**src/rtl/lift_call_scheduler_pkg.sv**
```systemverilog
// Shared lift definitions: call count, call-code encodings and the
// pending-bit-index to call-code mapping used by scheduler and lift FSM.
package lift_call_scheduler_pkg;

  localparam int NUM_CALLS = 6;
  localparam int CODE_W    = 3;
  localparam int IDX_W     = 3;

  typedef logic [CODE_W-1:0] call_code_t;

  localparam call_code_t CODE_NONE = 3'b000;
  localparam call_code_t CODE_1U   = 3'b001;
  localparam call_code_t CODE_2U   = 3'b010;
  localparam call_code_t CODE_3U   = 3'b011;
  localparam call_code_t CODE_2D   = 3'b110;
  localparam call_code_t CODE_3D   = 3'b111;
  localparam call_code_t CODE_4D   = 3'b100;

  // Bit order of the pending/button vectors: 1U, 2U, 3U, 2D, 3D, 4D.
  function automatic call_code_t idx_to_code(input logic [IDX_W-1:0] idx);
    case (idx)
      3'd0:    return CODE_1U;
      3'd1:    return CODE_2U;
      3'd2:    return CODE_3U;
      3'd3:    return CODE_2D;
      3'd4:    return CODE_3D;
      3'd5:    return CODE_4D;
      default: return CODE_NONE;
    endcase
  endfunction

endpackage

```
**src/rtl/lift_call_scheduler_rr_pick.sv**
```systemverilog
// Rotating first-set search over the pending calls: the first set bit at or
// after start, wrapping modulo NUM_CALLS.
module lift_rr_pick
  import lift_call_scheduler_pkg::*;
(
  input  logic [NUM_CALLS-1:0] req,
  input  logic [IDX_W-1:0]     start,
  output logic                 vld,
  output logic [IDX_W-1:0]     idx
);

  logic [IDX_W-1:0] base;
  logic [IDX_W:0]   pos;

  always_comb begin
    base = (start > 3'd5) ? 3'd0 : start;
    vld  = 1'b0;
    idx  = '0;
    pos  = '0;
    // Scan farthest offset first so the nearest set bit is the last to write.
    for (int off = NUM_CALLS - 1; off >= 0; off--) begin
      pos = {1'b0, base} + 4'(off);
      if (pos >= 4'd6) pos = pos - 4'd6;
      if (req[pos[IDX_W-1:0]]) begin
        vld = 1'b1;
        idx = pos[IDX_W-1:0];
      end
    end
  end

endmodule

```
**src/rtl/lift_call_scheduler.sv**
```systemverilog
// Hall-call scheduler: latches button presses, offers one call at a time to
// the lift FSM in round-robin order and counts the calls it hands over.
module lift_call_scheduler
  import lift_call_scheduler_pkg::*;
#(
  parameter int CNT_W = 8
) (
  input  logic                 clk,
  input  logic                 rst,
  input  logic [NUM_CALLS-1:0] call_btn,
  input  logic                 fsm_done,
  output logic                 q_empty,
  output logic [CODE_W-1:0]    call_code,
  output logic [NUM_CALLS-1:0] pending,
  output logic [CNT_W-1:0]     served_cnt
);

  logic [IDX_W-1:0]     rr_ptr;
  logic                 holdoff;
  logic                 pick_vld;
  logic [IDX_W-1:0]     pick_idx;
  logic                 issue;
  logic [NUM_CALLS-1:0] clr_mask;

  lift_rr_pick u_pick (
    .req   (pending),
    .start (rr_ptr),
    .vld   (pick_vld),
    .idx   (pick_idx)
  );

  // Offer is a function of registered state only; fsm_done just accepts it.
  assign q_empty   = !pick_vld || holdoff;
  assign call_code = q_empty ? CODE_NONE : idx_to_code(pick_idx);
  assign issue     = fsm_done && !q_empty;
  assign clr_mask  = issue ? (6'(1) << pick_idx) : '0;

  always_ff @(posedge clk) begin
    if (rst) begin
      pending    <= '0;
      rr_ptr     <= '0;
      holdoff    <= 1'b0;
      served_cnt <= '0;
    end else begin
      holdoff <= issue;
      // A press of the call being issued re-arms it: set wins over clear.
      pending <= (pending & ~clr_mask) | call_btn;
      if (issue) begin
        rr_ptr     <= (pick_idx == 3'd5) ? 3'd0 : pick_idx + 3'd1;
        served_cnt <= served_cnt + CNT_W'(1);
      end
    end
  end

endmodule

```
**config.mk**
```make
export PLATFORM = sky130hd
export DESIGN_NAME = lift_call_scheduler
export DESIGN_NICKNAME = d
export VERILOG_FILES = /design/src/rtl/lift_call_scheduler_pkg.sv /design/src/rtl/lift_call_scheduler_rr_pick.sv /design/src/rtl/lift_call_scheduler.sv
export SDC_FILE = /design/constraint.sdc
export NUM_CORES = 1
export LEC_CHECK = 0
export ABC_AREA = 1
export BUFFER_PORTS_ARGS = -buffer_cell sky130_fd_sc_hd__clkbuf_2
export CORE_MARGIN = 2
export CORE_UTILIZATION = 50
export CTS_CLUSTER_SIZE = 40
export DETAILED_ROUTE_END_ITERATION = 16
export PLACE_DENSITY = 0.72
export RECOVER_POWER = 50
export SYNTH_ARGS = -nofsm -noshare
export SYNTH_HDL_FRONTEND = slang
export SYNTH_SLANG_ARGS = --single-unit
```
**constraint.sdc**
```tcl
create_clock -name clk -period 6.7 [get_ports clk]
set_clock_uncertainty 0.15 [all_clocks]
set_input_delay 1.005 -clock clk [delete_from_list [all_inputs] [get_ports clk]]
set_output_delay 1.005 -clock clk [all_outputs]
set_load 0.05 [all_outputs]
```
Word level (Yosys, flattened, before mapping)
Index checks and enable logic that the tools add are counted.

Add/subtract/negate cells: 13. $mul: 0. Div/mod/pow operators: 0. $lt $le $gt $ge: 13. Eq/ne operators: 5. Shift-type cells: 1. Muxes and demuxes: 35. Bitwise logic cells: 3. Reductions and logical operators: 5.

Operators by type and width (count): $mux W3 (15); $lt A3 B4 Y1 const B (6); $ge A4 B3 Y1 const B (5); $bmux W1 S3 (6); $pmux W3 S6 (1); $sub A3 B3 Y3 const B (6); $mux W1 (12); $add A3 B2 Y4 const B (2); $add A3 B3 Y4 const B (2); $add A8 B1 Y8 const B (1); $and A6 B6 Y6 (1); $eq A3 B2 Y1 const B (2); $eq A3 B3 Y1 const B (2); $mux W6 (1); $not A6 Y6 (1); $or A6 B6 Y6 (1); $shl A1 B3 Y6 const A (1); $add A3 B1 Y4 const B (1); $add A3 B1 Y3 const B (1); $eq A3 B1 Y1 const B (1); $ge A3 B3 Y1 const B (1); $gt A3 B3 Y1 const B (1); $logic_not A3 Y1 (1); $logic_not A1 Y1 (2); 2 further kinds (2).

Register bits: 18. Latch bits: 0. Bits in writable memories: 0. Bits in read-only memories: 0. Input bits: 9. Output and inout port bits: 18. Word-level logic and storage cells: 79. Memories kept: 0.

Logic depth before layout (Yosys ltp)
Depth after elaboration: 21. Gate-level depth with buffers: 25. Mapped depth without buffers: 25.

Hierarchy
A second synthesis with hierarchy kept.

Cell total of the unflattened synthesis: 267. Area, all modules: 1670.4 um^2.

By module, submodules not included: lift_rr_pick (times used 1, cells each 153, area each 838.3 um^2, seq. area each 0.0 um^2); lift_call_scheduler (times used 1, cells each 114, area each 832.0 um^2, seq. area each 360.3 um^2).

Least setup slack after synthesis
Ideal clock, no wire load.

Kind: register to output. From: register rr_ptr[1]. To: output port call_code[2]. Arrival: 3.156 ns. Data required time: 5.545 ns. Setup slack: 2.389 ns. Cell stages (with the launch flop): 19. Path buffers: 0. Cell sequence: dfxtp_1 > ha_1 > inv_1 > nand2_2 > ha_1 > inv_1 > nand2_1 > a21oi_1 > nand2_1 > nand3_1 > nand3_1 > nand2_1 > nand2_1 > nand2_2 > inv_1 > nor2_1 > ha_1 > inv_1 > a21oi_1.

Longest elaborated chain between the ends: 16.

Ends and longest elaborated chain: from (decl) (RTL line lift_call_scheduler.sv:18) `logic [IDX_W-1:0] rr_ptr;`; from (signal assigned) (RTL line lift_call_scheduler.sv:49) `rr_ptr <= (pick_idx == 3'd5) ? 3'd0 : pick_idx + 3'd1;`; $gt A3 B3 Y1 (RTL line lift_call_scheduler_rr_pick.sv:16) `base = (start > 3'd5) ? 3'd0 : start;`; $mux W3 * (RTL line lift_call_scheduler_rr_pick.sv:16); $add A3 B3 Y4 (RTL line lift_call_scheduler_rr_pick.sv:22) `pos = {1'b0, base} + 4'(off);`; $ge A4 B3 Y1 / $sub A3 B3 Y3 (equally long branches) (RTL line lift_call_scheduler_rr_pick.sv:23) `if (pos >= 4'd6) pos = pos - 4'd6;`; $mux W3 (RTL line lift_call_scheduler_rr_pick.sv:23); $bmux W1 S3 (RTL line lift_call_scheduler_rr_pick.sv:24) `if (req[pos[IDX_W-1:0]]) begin`; $mux W1 (not written as such) (RTL line lift_call_scheduler_rr_pick.sv:24); $mux W3 / $mux W1 (equally long branches) (6 in series) (RTL line lift_call_scheduler_rr_pick.sv:24); $eq A3 B3 Y1 (tied with other cells) (RTL line lift_call_scheduler_pkg.sv:21) `case (idx)`; $pmux W3 S6 / $logic_or A1 B1 Y1 (equally long branches) (RTL line lift_call_scheduler_pkg.sv:21, lift_call_scheduler.sv:33); $mux W3 * (RTL line lift_call_scheduler.sv:34) `assign call_code = q_empty ? CODE_NONE : idx_to_code(pick_idx);`; to (decl) (RTL line lift_call_scheduler.sv:13) `output logic [CODE_W-1:0] call_code,`.

Mark *: on every way between the ends. The rest lies on a longest branch, timed or not. The select of a mux whose other input is x is not followed.

Worst setup path in the final report
From: register rr_ptr[1]. To: output port call_code[1].

The elaborated chain is that of the path after synthesis.

==> results_tabular.tex <==
\begin{tabular}{lr}
\hline
Metric & Value \\
\hline
\multicolumn{2}{l}{\textbf{Synth}} \\
\quad Xor and xnor area share after synthesis & $\sim$1.1\% \\
\quad Compound-gate portion of the synthesized area & 10.1\% \\
\quad Adder-Cell Fraction of Synth Area & under 10\% \\
\quad Post-Syn Nets & $\sim$290 \\
\quad Post-Synthesis Mean Instance Area & approximately 5.9 sq um \\
\quad Sequential cell area fraction in the yosys report & $\sim$22\% \\
\quad Largest area contributor in the netlist & sky130\_fd\_sc\_hd\_\_dfxtp\_1 \\
\quad Leading register cell type out of synthesis & sky130\_fd\_sc\_hd\_\_dfxtp\_1 \\
\quad Distinct cells, synth & 29 \\
\quad EDFF count, synth & 0 \\
\quad Gate Count Post-Synth & 273 \\
\quad Largest family of logic cells by synthesized area & simple AND/OR/NAND/NOR gates \\
\quad Biggest area contributors in the synthesized netlist & sky130\_fd\_sc\_hd\_\_dfxtp\_1, sky130\_fd\_sc\_hd\_\_nand2\_1, sky130\_fd\_sc\_hd\_\_nand3\_1 \\
\quad Proportion of netlist area held by the largest area contributor & roughly 22\% \\
\quad Synth Register Bits & 18 \\
\quad Share of cell area taken by muxes after synthesis & 0\% \\
\quad Total number of yosys warnings & 0 \\
\quad Ys async rst share & 0\% \\
\quad Post-synthesis simple-gate area fraction & about 46\% \\
\quad Netlist area before placement & 1620 sq um \\
\multicolumn{2}{l}{\textbf{Worst setup path}} \\
\quad Number of buffers and inverters on the critical path & 5 \\
\quad Count of cells along the worst register-to-register path & 17 \\
\quad Data arrival at the endpoint of the critical path & 3.56 ns \\
\quad Crit. End Element & output pin \\
\quad Crit-path max cell delay & approximately 0.45 ns \\
\quad Most frequent cell on the critical path & sky130\_fd\_sc\_hd\_\_nand2\_1 \\
\quad Reg-to-reg slack, setup & approximately 2.9 ns \\
\quad Kind of launch point of the worst setup path & flop \\
\quad CP max stage cell & sky130\_fd\_sc\_hd\_\_ha\_1 \\
\quad Category of the critical setup timing path & flop to output pin \\
\quad Family with the most delay on the worst path & simple AND/OR/NAND/NOR gates \\
\quad R2R Path Start & rr\_ptr[1]\$\_SDFFE\_PP0P\_ \\
\quad CP Max Fanout & 8 \\
\quad Cells along the critical path & ha\_1 > inv\_1 > nand2\_1 > ha\_1 > inv\_1 > nand2\_1 > nand2\_1 > nand2\_1 > inv\_1 > nand2\_1 > nand4\_1 > nand2\_1 > nand2\_1 > nand2\_1 > nand2\_1 > nand2\_1 > nand2\_2 > ha\_1 > nor2\_1 > nand3\_1 > nand2\_1 > inv\_1 > clkbuf\_2 \\
\quad Data required, critical path & approximately 5.5 ns \\
\quad Critical register-to-register path endpoint & pending[5]\$\_SDFF\_PP0\_ \\
\multicolumn{2}{l}{\textbf{Clocking}} \\
\quad Root buffer selected by CTS & sky130\_fd\_sc\_hd\_\_clkbuf\_4 \\
\quad H-tree Lvls & 1 \\
\quad Insertion delay of the later-clocked pin in the worst-skew pair & 0.30 ns \\
\quad Number of clock buffers inserted by TritonCTS & 3 \\
\quad Worst-case clock buffer depth & 2 \\
\quad Clock-pin transition on the worst setup and hold timing paths & about 0.11 ns \\
\quad CTS sink cnt & 18 \\
\quad CTS-repair resized insts & 0 \\
\quad Post-CTS Repair Setup Buffers & 0 \\
\quad Clock tree from TritonCTS & done \\
\quad Hold-fix buffer count after cts & 0 \\
\multicolumn{2}{l}{\textbf{Timing}} \\
\quad Number of slew-limit violations in the final report & 0 \\
\quad Achievable clock frequency & 212 MHz \\
\quad Final hold vios & 0 \\
\quad Share of the cycle needed by the critical path after routing & a little over two thirds \\
\quad Total Neg Setup Slack & 0 ns \\
\quad Final setup viols & 0 \\
\quad Worst relative slew slack & a little under three fifths \\
\quad Minimum clock period & about 4.7 ns \\
\quad Crit path setup slack, layout & 1.98 ns \\
\quad RSZ-0062 raised after global routing & false \\
\quad Pin slew with the least headroom to its limit & around 0.64 ns \\
\multicolumn{2}{l}{\textbf{Drt}} \\
\quad Post-DR wirelength/cell & 10.9 microns \\
\quad Post-route ant nets & 0 \\
\quad Detailed-router iteration count before antenna repair & 4 \\
\quad Drt initial violations & 68 \\
\quad Per-cell via count in the routed design & between 4 and 5 \\
\quad Vias post-DR & about 1,700 \\
\quad Post-detailed-routing wire length & 3.76 mm \\
\quad Post-route DRC & 0 \\
\multicolumn{2}{l}{\textbf{Worst hold path}} \\
\quad Sink of the worst hold path & pending[4]\$\_SDFF\_PP0\_ \\
\quad Worst Hold Path Cells & 2 \\
\quad Class of the tightest hold or removal check & flop to flop \\
\quad Launch instance of the worst min-delay path & pending[4]\$\_SDFF\_PP0\_ \\
\multicolumn{2}{l}{\textbf{Final layout}} \\
\quad Fraction of layout instances using a drive strength above 1 & roughly a tenth \\
\quad Final standard cell count with taps included and fillers excluded & around 340 \\
\quad Most frequent cells in the layout & sky130\_fd\_sc\_hd\_\_nand2\_1, sky130\_fd\_sc\_hd\_\_inv\_1, sky130\_fd\_sc\_hd\_\_nand3\_1 \\
\quad Core occupancy in the finished layout & 58.1\% \\
\quad Antenna Cells & 0 \\
\quad Synthesis-to-finish area growth & 10.2\% \\
\quad Nets@finish & 321 \\
\quad Most common cell after layout, fill and taps aside & sky130\_fd\_sc\_hd\_\_nand2\_1 \\
\multicolumn{2}{l}{\textbf{Flow run}} \\
\quad Number of max-capacitance violations reported & 0 \\
\multicolumn{2}{l}{\textbf{Floorplan}} \\
\quad Die outline width & roughly 60 microns \\
\quad Full die area & between 3000 and 4000 sq um \\
\quad Boundary Pins & 27 \\
\quad Placeable core region & between 3000 and 4000 sq um \\
\quad Y dimension of the die & approximately 61 microns \\
\quad Site row count & 20 \\
\quad Starting Density & 52.8\% \\
\multicolumn{2}{l}{\textbf{Placement}} \\
\quad Worst slack at placement & approximately 2.4 ns \\
\quad Final weighted congestion in routability-driven placement & approximately 0.9 \\
\quad HPWL after detailed placement & a little over 3 mm \\
\quad Count of placed standard cells including taps & 340 \\
\quad Number of input and output port buffers inserted & 26 \\
\multicolumn{2}{l}{\textbf{GRT}} \\
\quad Total GRT Usage & between 20 and 25\% \\
\quad Global-route wire length before repair & approximately 6.3 mm \\
\quad Number of antenna violations at the first check in global routing & 0 \\
\quad Number of global-route vias before repair & around 1,500 \\
\quad Grt ovf & 0 \\
\quad Maximum number of pins on one net before global-route repair & 19 \\
\multicolumn{2}{l}{\textbf{Status}} \\
\quad Status & completed \\
\hline
\end{tabular}
## kinds of logic (layout without fill, tap and decap cells)
family | after synthesis | count (layout)
compound gates | 29 | 29
fa+ha+maj | 11 | 11
flops | 18 | 18
buf+inv | 50 | 77
xor+xnor | 2 | 2
simple gates | 163 | 163
## worst min-delay path, cell delays in order (launching register included)
cell,delay (ns)
sky130_fd_sc_hd__dfxtp_1,0.33
sky130_fd_sc_hd__nand2_1,0.06
sky130_fd_sc_hd__a21oi_1,0.05
## worst max-delay path by stage
stage                                 startpoint      endpoint  slack, ns  cells after the start
final                     rr_ptr[1]$_SDFFE_PP0P_  call_code[1]       1.98                     23
after CTS                 rr_ptr[1]$_SDFFE_PP0P_  call_code[1]       2.06                     23
after global routing      rr_ptr[1]$_SDFFE_PP0P_  call_code[1]       1.54                     23
after floorplan           rr_ptr[1]$_SDFFE_PP0P_  call_code[2]       2.39                     18
after global placement    rr_ptr[1]$_SDFFE_PP0P_  call_code[1]       2.44                     23
after detailed placement  rr_ptr[1]$_SDFFE_PP0P_  call_code[1]       2.40                     23
## Yosys cell counts, types with 2 or more instances
cell type	number
sky130_fd_sc_hd__a21oi_1	17
sky130_fd_sc_hd__dfxtp_1	18
sky130_fd_sc_hd__ha_1	11
sky130_fd_sc_hd__inv_1	44
sky130_fd_sc_hd__inv_2	3
sky130_fd_sc_hd__nand2_1	90
sky130_fd_sc_hd__nand2_2	4
sky130_fd_sc_hd__nand3_1	34
sky130_fd_sc_hd__nand4_1	5
sky130_fd_sc_hd__nor2_1	16
sky130_fd_sc_hd__nor3_1	5
sky130_fd_sc_hd__nor3b_2	3
sky130_fd_sc_hd__o21a_1	2
sky130_fd_sc_hd__o21ai_0	5
sky130_fd_sc_hd__xnor2_1	2
## metrics by stage
stage          cell area, sq um  hold WS [ns]
4_1_cts                    1830         0.338
3_5_place_dp               1790         0.323
2_1_floorplan              1620         0.388
3_3_place_gp               1790         0.327
5_1_grt                    1790         0.367
6_report                   1790         0.333
## routing by layer
layer | global-route usage (%) | share of wire (%)
met2 | 37.9 | 47
met3 | 2.13 | 2.0
met4 | 7.45 | 1.2
met5 | 0 | 0
met1 | 29.5 | 49
## final cells by class
cell class / count / area [sq um]
fillers: 346 / 1290
multi-input cells: 205 / 1050
flip-flops and latches: 18 / 360
inverters: 47 / 176
repair buffers: 26 / 113
well taps: 44 / 55.1
clock buffers: 4 / 36.3
## sequential cells by signal (all words and copies together) (netlist names)
register / cells
holdoff: 1
rr_ptr: 3
pending: 6
served_cnt: 8
Power is not shown: default switching activity piles up to over one toggle a cycle in this logic, so the estimate is an artifact.
